$ cat config.mk
export PLATFORM = sky130hd
export DESIGN_NAME = grey_ptr_rx
export DESIGN_NICKNAME = d
export VERILOG_FILES = /design/src/rtl/grey_ptr_rx.sv
export SDC_FILE = /design/constraint.sdc
export NUM_CORES = 1
export LEC_CHECK = 0
export ABC_CLOCK_PERIOD_IN_PS = 4900
export CORE_MARGIN = 1.5
export CORE_UTILIZATION = 40
export DETAILED_ROUTE_END_ITERATION = 8
export PLACE_DENSITY_LB_ADDON = 0.12
export SYNTH_ARGS = -nofsm -noshare
export SYNTH_HDL_FRONTEND = slang
export SYNTH_SLANG_ARGS = --single-unit
$ cat constraint.sdc
create_clock -name clk -period 4.9 [get_ports clk]
set_input_delay 0.735 -clock clk [delete_from_list [all_inputs] [get_ports clk]]
set_output_delay 0.735 -clock clk [all_outputs]
set_load 0.01 [all_outputs]
$ cat src/rtl/grey_ptr_rx.sv
// Receive side of a Gray-coded pointer link: synchronise, decode, accumulate forward distance.
// Optional saturating multi-bit error counter on port err_cnt, enabled by GREY_PTR_RX_ERR_CNT_EN.
module grey_ptr_rx #(
    parameter int WIDTH       = 4,
    parameter int SYNC_STAGES = 2
`ifdef GREY_PTR_RX_ERR_CNT_EN
    ,
    parameter int ERR_CNT_W   = 8
`endif
) (
    input  logic             clk,
    input  logic             rst,
    input  logic             clk_en,
    input  logic [WIDTH-1:0] grey_in,
    output logic [WIDTH-1:0] bin_out,
    output logic             delta_valid,
    output logic [WIDTH-1:0] delta,
    input  logic             delta_ready,
    output logic             err_multi_bit,
    output logic             err_overflow
`ifdef GREY_PTR_RX_ERR_CNT_EN
    ,
    output logic [ERR_CNT_W-1:0] err_cnt
`endif
);

    localparam int FILL_W = $clog2(SYNC_STAGES + 1);

    typedef enum logic [1:0] {S_FILL, S_BASE, S_RUN} state_t;

    function automatic logic [WIDTH-1:0] grey2bin(input logic [WIDTH-1:0] g);
        logic [WIDTH-1:0] b;
        b[WIDTH-1] = g[WIDTH-1];
        for (int i = WIDTH - 2; i >= 0; i--) b[i] = b[i+1] ^ g[i];
        return b;
    endfunction

    function automatic int unsigned popcount(input logic [WIDTH-1:0] v);
        int unsigned n = 0;
        for (int i = 0; i < WIDTH; i++) n += 32'(v[i]);
        return n;
    endfunction

    state_t                             state_q, state_d;
    logic   [FILL_W-1:0]                fill_cnt_q, fill_cnt_d;
    logic   [SYNC_STAGES-1:0][WIDTH-1:0] sync_q, sync_d;
    logic   [WIDTH-1:0]                 g_prev_q, g_prev_d;
    logic   [WIDTH-1:0]                 bin_q, bin_d;
    logic   [WIDTH-1:0]                 acc_q, acc_d;
    logic                               err_mb_q, err_mb_d;
    logic                               ovf_q, ovf_d;

    logic             fill_active, base_active, run_active;
    logic [WIDTH-1:0] g_sync, bin_sync, bin_prev, inc;
    logic [WIDTH:0]   sum;
    logic             fire;

    // ---------------- FSM: state register ----------------
    always_ff @(posedge clk) begin
        if (rst)         state_q <= S_FILL;
        else if (clk_en) state_q <= state_d;
    end

    // ---------------- FSM: next state ----------------
    always_comb begin
        state_d = state_q;
        case (state_q)
            S_FILL:  if (fill_cnt_q == FILL_W'(SYNC_STAGES - 1)) state_d = S_BASE;
            S_BASE:  state_d = S_RUN;
            S_RUN:   state_d = S_RUN;
            default: state_d = S_FILL;
        endcase
    end

    // ---------------- FSM: outputs ----------------
    always_comb begin
        fill_active = 1'b0;
        base_active = 1'b0;
        run_active  = 1'b0;
        case (state_q)
            S_FILL:  fill_active = 1'b1;
            S_BASE:  base_active = 1'b1;
            S_RUN:   run_active  = 1'b1;
            default: fill_active = 1'b1;
        endcase
    end

    // ---------------- Datapath ----------------
    assign g_sync      = sync_q[SYNC_STAGES-1];
    assign bin_sync    = grey2bin(g_sync);
    assign bin_prev    = grey2bin(g_prev_q);
    assign inc         = run_active ? (bin_sync - bin_prev) : '0;
    assign sum         = {1'b0, acc_q} + {1'b0, inc};
    assign delta_valid = (acc_q != '0);
    assign fire        = clk_en & delta_valid & delta_ready;

    // NOTE: every always_comb output gets a default first so no path can infer a latch.
    always_comb begin
        sync_d     = {sync_q[SYNC_STAGES-2:0], grey_in};
        fill_cnt_d = fill_active ? fill_cnt_q + FILL_W'(1) : '0;
        g_prev_d   = g_prev_q;
        bin_d      = bin_q;
        err_mb_d   = 1'b0;
        ovf_d      = ovf_q;
        acc_d      = acc_q;

        if (base_active || run_active) begin
            g_prev_d = g_sync;
            bin_d    = bin_sync;
        end
        if (run_active) err_mb_d = (popcount(g_sync ^ g_prev_q) > 1);

        // Acceptance reloads with this cycle's increment so nothing arriving now is dropped.
        if (fire) begin
            acc_d = inc;
        end else if (sum[WIDTH]) begin
            acc_d = '1;
            ovf_d = 1'b1;
        end else begin
            acc_d = sum[WIDTH-1:0];
        end
    end

    // NOTE: sequential state uses non-blocking assignments only; the synchroniser
    // flops are reset too so the FILL window always starts from a known pattern.
    always_ff @(posedge clk) begin
        if (rst) begin
            fill_cnt_q <= '0;
            sync_q     <= '0;
            g_prev_q   <= '0;
            bin_q      <= '0;
            acc_q      <= '0;
            err_mb_q   <= 1'b0;
            ovf_q      <= 1'b0;
        end else if (clk_en) begin
            fill_cnt_q <= fill_cnt_d;
            sync_q     <= sync_d;
            g_prev_q   <= g_prev_d;
            bin_q      <= bin_d;
            acc_q      <= acc_d;
            err_mb_q   <= err_mb_d;
            ovf_q      <= ovf_d;
        end
    end

    assign bin_out       = bin_q;
    assign delta         = acc_q;
    assign err_multi_bit = err_mb_q;
    assign err_overflow  = ovf_q;

`ifdef GREY_PTR_RX_ERR_CNT_EN
    logic [ERR_CNT_W-1:0] err_cnt_q, err_cnt_d;

    always_comb begin
        err_cnt_d = err_cnt_q;
        if (err_mb_d && (err_cnt_q != '1)) err_cnt_d = err_cnt_q + ERR_CNT_W'(1);
    end

    always_ff @(posedge clk) begin
        if (rst)         err_cnt_q <= '0;
        else if (clk_en) err_cnt_q <= err_cnt_d;
    end

    assign err_cnt = err_cnt_q;
`endif

endmodule
Word level (Yosys, flattened, before mapping)
Index checks and enable logic that the tools add are counted.
{ "op_classes": {"add_sub_neg": 6, "order_cmp": 1, "eq_ne": 4, "muxes": 9, "bitwise": 10, "n_reduce_logical": 7} }
{ "ops": {"columns": ["op", "n"], "rows": [
  ["$mux 4", 3],
  ["$xor 1x1->1", 6],
  ["$add 4x4->5", 1],
  ["$add 3x1->4", 1],
  ["$eq 2x1->1 const B", 2],
  ["$gt 4x1->1 const B", 1],
  ["$mux 2", 2],
  ["$pmux 2 s2", 1],
  ["$reduce_and 2->1", 2],
  ["$reduce_bool 4->1", 1],
  ["$sub 4x4->4", 1],
  ["$xor 4x4->4", 1],
  ["$add 2x1->3", 1],
  ["$mux 1", 3],
  ["$reduce_and 3->1", 1],
  ["$add 1x1->2", 1],
  ["$add 2x1->2 const B", 1],
  ["$and 1x1->1", 2],
  ["$eq 2x2->1 const B", 1],
  ["$logic_not 2->1", 1],
  ["$ne 2x2->1 const B", 1],
  ["$reduce_or 2->1", 1],
  ["$logic_or 1x1->1", 1],
  ["$not 1->1", 1]
]} }
{ "totals": {"register_bits": 26, "inputBits": 8} }

Logic depth before layout (Yosys ltp)
Gate-level depths: netlist of the first run.
{ "depth": {"depth_word": 8, "ltp_mapped": 13} }

Least setup slack after synthesis of the first run
No wires, ideal clock.
{ "synth_path": {"kind": "reg2reg", "from": "register sync_q, in the netlist g_sync[2]", "to": "register acc_q[3], in the netlist delta[3]", "arrival_time_ps": 3084, "path_slack_ps": 1688, "stages_incl_launch_ff": 14, "n_path_buf": 0, "synth_period_minus_slack_ps": 3212, "cell_sequence": "dfxtp_1 -> xnor2_2 -> xor2_1 -> inv_2 -> xnor2_2 -> ha_1 -> fa_1 -> xnor2_1 -> and2_1 -> ha_1 -> inv_1 -> or4b_2 -> nand3_1 -> a31oi_1"} }
{ "synth_via": {"elab_chain_cells": 8} }
{ "synth_rtl": {"columns": ["element", "line", "rtl"], "rows": [
  ["from (decl)", "46", "logic [SYNC_STAGES-1:0][WIDTH-1:0] sync_q, sync_d;"],
  ["from (signal assigned)", "137", "sync_q <= sync_d;"],
  ["$xor 1x1->1 (*) (2 in series)", "34", "for (int i = WIDTH - 2; i >= 0; i--) b[i] = b[i+1] ^ g[i];"],
  ["via bin_sync[1]", "54", "logic [WIDTH-1:0] g_sync, bin_sync, bin_prev, inc;"],
  ["$xor 1x1->1", "34", null],
  ["$sub 4x4->4 (*)", "92", "assign inc = run_active ? (bin_sync - bin_prev) : '0;"],
  ["$mux 4 (*)", "92", null],
  ["$add 4x4->5", "93", "assign sum = {1'b0, acc_q} + {1'b0, inc};"],
  ["$mux 4", "116", "end else if (sum[WIDTH]) begin"],
  ["$mux 4 (*)", "114", "if (fire) begin"],
  ["to (signal assigned)", "132", "acc_q <= '0;"],
  ["to (signal assigned)", "140", "acc_q <= acc_d;"],
  ["to (decl)", "49", "logic [WIDTH-1:0] acc_q, acc_d;"]
]} }
Mark *: on every way through the listed nets, which the timed path passes. The rest lies on a longest branch.
A chain may end at the register's enable or synchronous reset.

Worst setup path in the final report of the first run
Same ends and word-level chain as after synthesis.

==> flow_summary.ini, run 1 <==
[clock_network]
number_of_hold_buffers_added_after_cts = 0
clkSlewWorstSetupHoldPaths_ns = 0.14
post_cts_buffers = 0
clock_tree.htree_level_count = 1
cts_made_buffers = 3
numClockSinks = 25
worst_skew_pair.late_latency_ns = 0.33
cts-root-to-sink-buffers = 2
ctsRootBufferMaster = sky130_fd_sc_hd__clkbuf_4
number_of_instances_resized_during_post_cts_repair = 0
clock_tree_from_tritoncts = built

[global_route]
antenna_found_initial = 0
first_global_vias = 1061
grt_max_degree = 26
grt_usage_pct = 15.01
overflow = 0
grt_first_pass_wirelength_mm = 4.733

[route]
number_of_vias_per_cell = 5.009
dr_vias = 1092
postRouteAntennaNets = 0
wl_per_cell_um = 12.00
route.detailed.drc = 0
totalWireLength_mm = 2.617
detail_route.iter0.violations = 54
drt_pre_antenna_iters = 4

[placement]
port-buffer-count = 18
finalWeightedCongestion = 0.8008
place_hpwl_mm = 2.020
setup_ws_pre_cts_ns = 1.423

[floorplanning]
core.rowCount = 21
initial_utilization_pct = 41.93
dieWidth_um = 62.38
floorplan.core_area_mm2 = 0.003363
ioPinCount = 19
die_area_mm2 = 0.003891
die-height_um = 62.38

[run]
cap_violations = 0

[critical_path]
worst-r2r-cell-count = 13
worstReg2RegEnd = delta[3]
worst-endpoint-arrival_ns = 3.65
cp.required_ns = 5.09
rr_startpoint = g_sync[2]
timing.critical_path.to_type = flip-flop
critPathKind = reg -> reg
crit_path_cell_trace = xnor2_2 -> xor2_1 -> inv_2 -> xnor2_2 -> ha_1 -> fa_1 -> xnor2_1 -> and2_1 -> ha_1 -> inv_1 -> or4b_2 -> nand3_1 -> a31oi_1
critical_path.slowest_cell = sky130_fd_sc_hd__or4b_2
r2r_slack_ns = 1.43
max_stage_delay_ns = 0.66
start_kind = flip-flop
critical-path-top-delay-family = simple AND/OR/NAND/NOR gates
critical_path_buf_inv_count = 2
critical_path_peak_fanout = 4

[synthesis]
synth_sequential_area_ratio_pct = 35.49
synthAdderAreaFrac_pct = 13.13
synth.yosys.warnings = 0
syn-mean-instance-area_um2 = 8.982
synth_net_count = 178
postSynthCellCount = 157
synth_top_family_by_area = simple AND/OR/NAND/NOR gates
post_synth_instance_area_mm2 = 0.001410
register_bit_total_from_synthesis = 25
synthXorXnorAreaFrac_pct = 8.518
synth_mux_area_share_pct = 6.389
synth_compound_gate_area_share_pct = 14.55
synth_cell_types = 36
synth_simple_gate_area_share_pct = 15.88

[sta]
tightest_slew_ns = 0.9622
final.period_utilization_pct = 70.76
setup_repair_after_global_routing_missed_its_margin = no
setup_viol = 0
timing_max_transition_violations_final = 0
timing.final.hold_violations = 0
max_freq_mhz = 288.4
setup_tns_ns = 0
slew_headroom_pct = 35.65
timing.final.crit_period_ns = 3.467
fin_worst_skew_ns = 0.01194
setup_ws_ns = 1.433

[finish]
layout_common_cells = sky130_fd_sc_hd__dfxtp_1 (25), sky130_fd_sc_hd__clkdlybuf4s50_1 (18), sky130_fd_sc_hd__a21oi_1 (16)
final_common_cell = sky130_fd_sc_hd__dfxtp_1
final_net_count = 194
layout-area-overhead-vs-synth_pct = 16.41
drive_gt1_share_pct = 6.977
diodes = 0
n_fill_cell = 356

[hold_path]
hold_path_class = reg -> reg
hold_path.startpoint = err_overflow
worstHoldEndpoint = err_overflow
min_path_cells = 2

[power]
vdd_ir_drop_max_mv = 0.1056
leakage_uw = 0.0006866
power-per-cell-area_mw_per_mm2 = 219.6

[outcome]
status = completed
==> worst reg2reg max path, stage by stage, from the launching register on <==
cell and delay (ns):
sky130_fd_sc_hd__dfxtp_1 0.38, sky130_fd_sc_hd__xnor2_2 0.23, sky130_fd_sc_hd__xor2_1 0.33, sky130_fd_sc_hd__inv_2 0.11
sky130_fd_sc_hd__xnor2_2 0.16, sky130_fd_sc_hd__ha_1 0.23, sky130_fd_sc_hd__fa_1 0.38, sky130_fd_sc_hd__xnor2_1 0.13
sky130_fd_sc_hd__and2_1 0.17, sky130_fd_sc_hd__ha_1 0.32, sky130_fd_sc_hd__inv_1 0.06, sky130_fd_sc_hd__or4b_2 0.66
sky130_fd_sc_hd__nand3_1 0.11, sky130_fd_sc_hd__a31oi_1 0.07
==> registers in the layout (all words and copies together) (netlist names) <==
| signal | cells |
|---|---|
| state_q | 2 |
| delta | 4 |
| sync_d | 4 |
| g_sync | 4 |
| bin_out | 3 |
| err_multi_bit | 1 |
| err_overflow | 1 |
| g_prev_q | 4 |
| fill_cnt_q | 2 |
==> metrics by stage <==
| step | hold WS (ns) | utilization, % | cells | area (um^2) | total power (uW) |
|---|---|---|---|---|---|
| 4_1_cts | 0.4679 | 48.81 | 218 | 1642 | 367.8 |
| 2_1_floorplan | 0.4601 | - | 157 | 1410 | 257.0 |
| 3_5_place_dp | 0.4488 | 48.03 | 214 | 1615 | 272.6 |
| 5_1_grt | 0.4888 | 48.81 | 218 | 1642 | 385.1 |
| 3_3_place_gp | 0.4361 | 48.03 | 214 | 1615 | 271.5 |
| 6_report | 0.4629 | 48.81 | 218 | 1642 | 360.5 |
==> area by class of cell <==
class	count	area, um^2	area share [%]
multi-input combinational	111	824.5	50.23
sequential	25	500.5	30.49
timing repair buffer	18	180.2	10.98
tap	46	57.56	3.506
inverter	14	52.55	3.201
clock buffer	4	26.28	1.601
==> cell usage after synthesis <==
cell                       number  area share, %
sky130_fd_sc_hd__a22oi_1        3            1.6
sky130_fd_sc_hd__and3_4         1           0.80
sky130_fd_sc_hd__clkbuf_1       4            1.1
sky130_fd_sc_hd__ha_1          10            8.9
sky130_fd_sc_hd__fa_1           3            4.3
sky130_fd_sc_hd__or4b_2         1           0.71
sky130_fd_sc_hd__nor2b_1        2           0.89
sky130_fd_sc_hd__inv_2          2           0.53
sky130_fd_sc_hd__xnor2_1        4            2.5
sky130_fd_sc_hd__nand3_1        3            1.1
sky130_fd_sc_hd__and3b_1        1           0.62
sky130_fd_sc_hd__a21o_1         1           0.53
sky130_fd_sc_hd__o31ai_1        3            1.6
sky130_fd_sc_hd__or4_4          1           0.80
sky130_fd_sc_hd__xor2_1         6            3.7
sky130_fd_sc_hd__buf_4          1           0.53
sky130_fd_sc_hd__nand3b_1       1           0.53
sky130_fd_sc_hd__a211oi_1       2            1.1
sky130_fd_sc_hd__o21ai_0        2           0.71
sky130_fd_sc_hd__nand4b_1       1           0.62
sky130_fd_sc_hd__mux2i_1        9            6.4
sky130_fd_sc_hd__nand2b_1       1           0.44
sky130_fd_sc_hd__inv_1         12            3.2
sky130_fd_sc_hd__dfxtp_1       25             35
sky130_fd_sc_hd__buf_2          2           0.71
sky130_fd_sc_hd__a21oi_4        1            1.2
sky130_fd_sc_hd__a21oi_1       16            5.7
sky130_fd_sc_hd__a211oi_2       1           0.89
sky130_fd_sc_hd__nor2_1        14            3.7
sky130_fd_sc_hd__nand2_1       14            3.7
sky130_fd_sc_hd__and2_1         2           0.89
sky130_fd_sc_hd__xnor2_2        2            2.3
sky130_fd_sc_hd__o21a_1         1           0.53
sky130_fd_sc_hd__a31oi_1        1           0.44
sky130_fd_sc_hd__o21ai_1        1           0.35
sky130_fd_sc_hd__nor3_1         3            1.1
==> layer usage <==
| metal | track usage (%) | up-vias | wire length (um) |
|---|---|---|---|
| met5 | 0 | - | 0 |
| met4 | 7.500 | 0 | 57 |
| met3 | 1.622 | 5 | 54 |
| met2 | 24.86 | 11 | 1228 |
| met1 | 19.52 | 516 | 1277 |
| li1 | - | 560 | - |
==> worst max path at each step <==
stage                   start  slack (ns)  depth (start not counted)  endpoint
floorplan           g_sync[2]        1.69                         13  delta[3]
detailed placement  g_sync[2]        1.42                         13  delta[3]
global route        g_sync[2]        1.21                         13  delta[3]
global placement    g_sync[2]        1.56                         13  delta[3]
CTS                 g_sync[2]        1.41                         13  delta[3]
finish              g_sync[2]        1.43                         13  delta[3]
==> kinds of logic after synthesis <==
group	count (synthesis)
AO/OA/AOI/OAI	32
XOR/XNOR	12
adder cells (fa/ha/maj)	13
buffers and inverters	21
flip-flops	25
multiplexers	9
AND/OR/NAND/NOR	45
==> power by group <==
group	leakage, uW	internal, uW	switching, uW
sequential	0.000203	210	4.61
clock	0.0000150	31.9	61.1
combinational	0.000469	25.1	28.1
total	0.000687	267	93.8
No activity file was read; power rests on OpenSTA's default activity.
==> run 2: changes to the inputs <==
--- a/config.mk
+++ b/config.mk
@@ -5,7 +5,7 @@
 export SDC_FILE = /design/constraint.sdc
 export NUM_CORES = 1
 export LEC_CHECK = 0
-export ABC_CLOCK_PERIOD_IN_PS = 4900
+export ABC_CLOCK_PERIOD_IN_PS = 2900
 export CORE_MARGIN = 1.5
 export CORE_UTILIZATION = 40
 export DETAILED_ROUTE_END_ITERATION = 8
==> constraint.sdc (replaced) <==
create_clock -name clk -period 2.9 [get_ports clk]
set_input_delay 0.435 -clock clk [delete_from_list [all_inputs] [get_ports clk]]
set_output_delay 0.435 -clock clk [all_outputs]
set_load 0.01 [all_outputs]
==> run 2 against run 1 <==
- the run now ends with negative setup slack left
- power up 75%
- global-route usage is 0.70 points higher
- clock power up 70%
- first-iteration DRC count down 22%
- register-to-register slack lost 1.5 ns
- critical path depth unchanged
==> flow_summary.ini, run 2 (synthesis gave the netlist of run 1 again) <==
[global_route]
grt_usage_pct = 15.71
grt_max_degree = 26
grt_first_pass_wirelength_mm = 4.933
overflow = 0
first_global_vias = 1125
antenna_found_initial = 0

[critical_path]
critical_path_peak_fanout = 2
timing.critical_path.to_type = flip-flop
worst-endpoint-arrival_ns = 3.09
cp.required_ns = 3.07
start_kind = flip-flop
critPathKind = reg -> reg

[finish]
post_layout_nonfiller_instances = 232
layout-area-overhead-vs-synth_pct = 31.41
drive_gt1_share_pct = 25.27
final_common_cell = sky130_fd_sc_hd__dfxtp_1
n_fill_cell = 336
diodes = 0
final_net_count = 208
layout_common_cells = sky130_fd_sc_hd__dfxtp_1 (21), sky130_fd_sc_hd__clkdlybuf4s50_1 (18), sky130_fd_sc_hd__a21oi_1 (15)
post-route-cell-area_mm2 = 0.001853

[sta]
setup_repair_after_global_routing_missed_its_margin = yes
max_freq_mhz = 342.5
final.period_utilization_pct = 100.7
timing_max_transition_violations_final = 0
timing.final.crit_period_ns = 2.920
setup_tns_ns = -0.02002
fin_worst_skew_ns = 0.009477
setup_ws_ns = -0.02002
slew_headroom_pct = 35.30
tightest_slew_ns = 0.9675
setup_viol = 1
timing.final.hold_violations = 0

[route]
drt_pre_antenna_iters = 4
routed-wl-met2_mm = 1.463
postRouteAntennaNets = 0
wl_per_cell_um = 12.41
number_of_vias_per_cell = 4.935
detail_route.iter0.violations = 42
dr_vias = 1145
route.detailed.drc = 0
totalWireLength_mm = 2.879
highest-signal-layer = met4
met1_length_mm = 1.335
routed-wl-met3_um = 61

[clock_network]
number_of_hold_buffers_added_after_cts = 0
clock_tree.htree_level_count = 1
clock_tree_from_tritoncts = built
ctsRootBufferMaster = sky130_fd_sc_hd__clkbuf_4
cts_made_buffers = 3
cts-root-to-sink-buffers = 2
worst_skew_pair.late_latency_ns = 0.32
clkSlewWorstSetupHoldPaths_ns = 0.14
numClockSinks = 25

[power]
vdd_ir_drop_max_mv = 0.2490
power.total_uw = 630.6
power-per-cell-area_mw_per_mm2 = 340.3
leakage_uw = 0.0007607

[run]
cap_violations = 0

[outcome]
violations_in_the_final_reports = negative setup slack
status = complete, but fails checks

[floorplanning]
core.rowCount = 21
ioPinCount = 19
initial_utilization_pct = 41.93
die-height_um = 62.38
floorplan.core_area_mm2 = 0.003363
dieWidth_um = 62.38
die_area_mm2 = 0.003891

[placement]
post-place-cells = 224
placed_area_mm2 = 0.001735
finalWeightedCongestion = 0.8827
place_hpwl_mm = 2.179
port-buffer-count = 18

[hold_path]
hold_path_class = reg -> reg
run 2: power by group:
group,internal (uW),switching [uW]
Clock,51.6,106
Sequential,355,7.52
Combinational,57.3,53.2
Total,463,167
run 2: cell type report:
type,count,area [um^2],share of cell area (%)
clock buffer,3,22.52,1.215
clock inverter,1,5.005,0.2701
inverter,14,55.05,2.971
multi-input combinational,111,922.1,49.76
sequential,25,505.5,27.28
tap,46,57.56,3.106
timing repair buffer,32,285.3,15.40
run 2: per-layer routing:
layer | vias to the layer above | global-route usage (%)
met2 | 12 | 27.31
met3 | 2 | 2.162
met5 | - | 0
li1 | 589 | -
met4 | 0 | 5.000
met1 | 542 | 20.25
run 2: metrics by stage:
step                      hold slack [ns]  worst slack, ns  util (%)
after floorplan                    0.4601         0.007630         -
after global placement             0.4337         -0.01583     51.60
after detailed placement           0.4428         -0.06549     51.60
after CTS                          0.4633         -0.01978     53.87
after global routing               0.4910          -0.1286     55.10
final                              0.4568         -0.02002     55.10
run 2: final timing paths:
kind,start,to,slack [ns],depth (start not counted)
hold reg to reg,err_overflow,err_overflow,0.46,2
setup / recovery,g_sync[3],delta[3],-0.02,13
setup reg to reg,g_sync[3],delta[3],-0.02,13
hold / removal,err_overflow,err_overflow,0.46,2
run 2: what timing repair did:
item	in CTS	in global routing
pin swaps	5	3
setup buffers	3	1
setup endpoints to repair	5	5
resized for setup	5	8
run 2: critical path, cell delays in order (launching register included):
cell                       delay [ns]
sky130_fd_sc_hd__dfxtp_2         0.36
sky130_fd_sc_hd__xnor2_2         0.22
sky130_fd_sc_hd__xor2_2          0.18
sky130_fd_sc_hd__inv_2           0.07
sky130_fd_sc_hd__xnor2_2         0.14
sky130_fd_sc_hd__ha_2            0.20
sky130_fd_sc_hd__fa_2            0.51
sky130_fd_sc_hd__nand2b_4        0.14
sky130_fd_sc_hd__inv_4           0.04
sky130_fd_sc_hd__ha_4            0.25
sky130_fd_sc_hd__a21oi_2         0.05
sky130_fd_sc_hd__or4b_4          0.48
sky130_fd_sc_hd__nand3_2         0.07
sky130_fd_sc_hd__a31oi_1         0.06
==> run 3: changes to the inputs <==
--- a/config.mk
+++ b/config.mk
@@ -5,7 +5,7 @@
 export SDC_FILE = /design/constraint.sdc
 export NUM_CORES = 1
 export LEC_CHECK = 0
-export ABC_CLOCK_PERIOD_IN_PS = 2900
+export ABC_CLOCK_PERIOD_IN_PS = 2400
 export CORE_MARGIN = 1.5
 export CORE_UTILIZATION = 40
 export DETAILED_ROUTE_END_ITERATION = 8
==> constraint.sdc (replaced) <==
create_clock -name clk -period 2.4 [get_ports clk]
set_input_delay 0.36 -clock clk [delete_from_list [all_inputs] [get_ports clk]]
set_output_delay 0.36 -clock clk [all_outputs]
set_load 0.01 [all_outputs]
==> run 3 against run 2 <==
- hold slack gained 0.0035 ns
- clock-buffer cell count increased by 1
- routed wire length increased by 2.9%
- final cell count up 5.6%
- maximum frequency grew 2.0%
- core utilization is 2.8 points higher
- sequential power grew 20%
- the run still ends with negative setup slack left
- combinational power is 32% higher
- sequential share of layout area decreased by 1.1 points
- register-to-register slack worse by 0.44 ns
- critical endpoint unchanged
- global-route usage up 0.72 points
==> flow_summary.ini, run 3 (synthesis gave the netlist of run 1 again) <==
[outcome]
violations_in_the_final_reports = negative setup slack
status = complete, but fails checks

[sta]
setup_ws_ns = -0.4624
timing_max_transition_violations_final = 0
timing.final.hold_violations = 0
tightest_slew_ns = 0.5831
max_freq_mhz = 349.4
timing.final.crit_period_ns = 2.862
setup_viol = 5
setup_tns_ns = -1.865
setup_repair_after_global_routing_missed_its_margin = yes
final.period_utilization_pct = 119.3
fin_worst_skew_ns = 0.006685
slew_headroom_pct = 61.01

[power]
swShare_pct = 25.79
power_switching_uw = 198.1
power_frac_comb_pct = 18.9
cell_internal_pwr_uw = 570.0
leakage_uw = 0.0008312
power.total_uw = 768.1
power_frac_clock_pct = 24.4
pwr-share-seq_pct = 56.8
power-per-cell-area_mw_per_mm2 = 394.8
vdd_ir_drop_max_mv = 0.2468

[floorplanning]
die_area_mm2 = 0.003891
floorplan.core_area_mm2 = 0.003363
die-height_um = 62.38
core.rowCount = 21
ioPinCount = 19
initial_utilization_pct = 41.93
dieWidth_um = 62.38

[run]
cap_violations = 0

[hold_path]
min_path_cells = 2
hold_path.startpoint = err_overflow
hold_path_class = reg -> reg

[clock_network]
number_of_hold_buffers_added_after_cts = 0
worst_skew_pair.late_latency_ns = 0.32
cts_made_buffers = 3
clkSlewWorstSetupHoldPaths_ns = 0.13
cts-root-to-sink-buffers = 2
numClockSinks = 25
ctsRootBufferMaster = sky130_fd_sc_hd__clkbuf_4
clock_tree.htree_level_count = 1
clock_tree_from_tritoncts = built

[finish]
layout_common_cells = sky130_fd_sc_hd__buf_4 (27), sky130_fd_sc_hd__dfxtp_1 (22), sky130_fd_sc_hd__clkdlybuf4s50_1 (18)
drive_gt1_share_pct = 28.14
post_layout_nonfiller_instances = 245
final_util_pct = 57.85
final_net_count = 221
final_common_cell = sky130_fd_sc_hd__buf_4
diodes = 0
layout-area-overhead-vs-synth_pct = 37.98

[route]
number_of_vias_per_cell = 4.931
dr_vias = 1208
route.detailed.drc = 0
postRouteAntennaNets = 0
drt_pre_antenna_iters = 6
totalWireLength_mm = 2.962
detail_route.iter0.violations = 43
wl_per_cell_um = 12.09

[critical_path]
critical_path_peak_fanout = 2
worst-r2r-cell-count = 13
rr_startpoint = g_sync[3]
crit_path_start = g_sync[3]
worst-endpoint-arrival_ns = 3.06
start_kind = flip-flop
critPathKind = reg -> reg
timing.critical_path.to_type = flip-flop
cp.required_ns = 2.60

[global_route]
grt_first_pass_wirelength_mm = 5.209
antenna_found_initial = 0
grt_usage_pct = 16.43
grt_max_degree = 17
first_global_vias = 1191
overflow = 0

[placement]
finalWeightedCongestion = 0.9211
place_hpwl_mm = 2.346
port-buffer-count = 18
post-place-cells = 238
-- run 3: cell type report --
type	count	area [um^2]
sequential	25	509.2
fill	332	1418
timing repair buffer	45	382.9
inverter	14	55.05
clock buffer	4	26.28
tap	46	57.56
multi-input combinational	111	914.6
-- run 3: path summary, 6_finish.rpt --
kind	endpoint	slack (ns)
max reg2reg	delta[3]	-0.46
min	err_overflow	0.46
min reg2reg	err_overflow	0.46
max	delta[3]	-0.46
-- run 3: layer usage --
metal	track usage (%)	wire, um
met1	21.58	1401
met2	28.53	1434
met3	1.622	94
met4	5.278	31
met5	0	0
-- run 3: what timing repair did --
action                                  in CTS  in global routing
pin swaps                                    6                  7
endpoints found under the setup margin       5                  5
gates resized for setup                      3                  6
buffers inserted                             2                  1
-- run 3: power by group through the flow --
stage / registers, uW / clock network [uW] / logic [uW]
after floorplan: 446 / 0 / 82.6
after global placement: 445 / 0 / 133
after detailed placement: 446 / 0 / 136
after CTS: 437 / 196 / 141
after global routing: 438 / 221 / 160
final: 436 / 187 / 145
-- run 3: critical path, cell delays in order, from the launching register on --
cell                       delay (ns)
sky130_fd_sc_hd__dfxtp_4         0.38
sky130_fd_sc_hd__xnor2_4         0.19
sky130_fd_sc_hd__xor2_2          0.17
sky130_fd_sc_hd__inv_2           0.07
sky130_fd_sc_hd__xnor2_2         0.14
sky130_fd_sc_hd__ha_2            0.18
sky130_fd_sc_hd__fa_2            0.51
sky130_fd_sc_hd__nand2b_4        0.14
sky130_fd_sc_hd__inv_4           0.04
sky130_fd_sc_hd__ha_4            0.25
sky130_fd_sc_hd__a21oi_2         0.05
sky130_fd_sc_hd__or4b_4          0.48
sky130_fd_sc_hd__nand3_2         0.07
sky130_fd_sc_hd__a31oi_1         0.06
-- run 3: per-stage QoR --
step / hold WS (ns) / worst slack [ns] / instance area (um^2)
finish: 0.4603 / -0.4624 / 1946
global route: 0.5091 / -0.5645 / 1946
CTS: 0.4640 / -0.4827 / 1912
detailed placement: 0.4449 / -0.4831 / 1859
global placement: 0.4386 / -0.4231 / 1859
floorplan: 0.4601 / -0.4767 / 1474
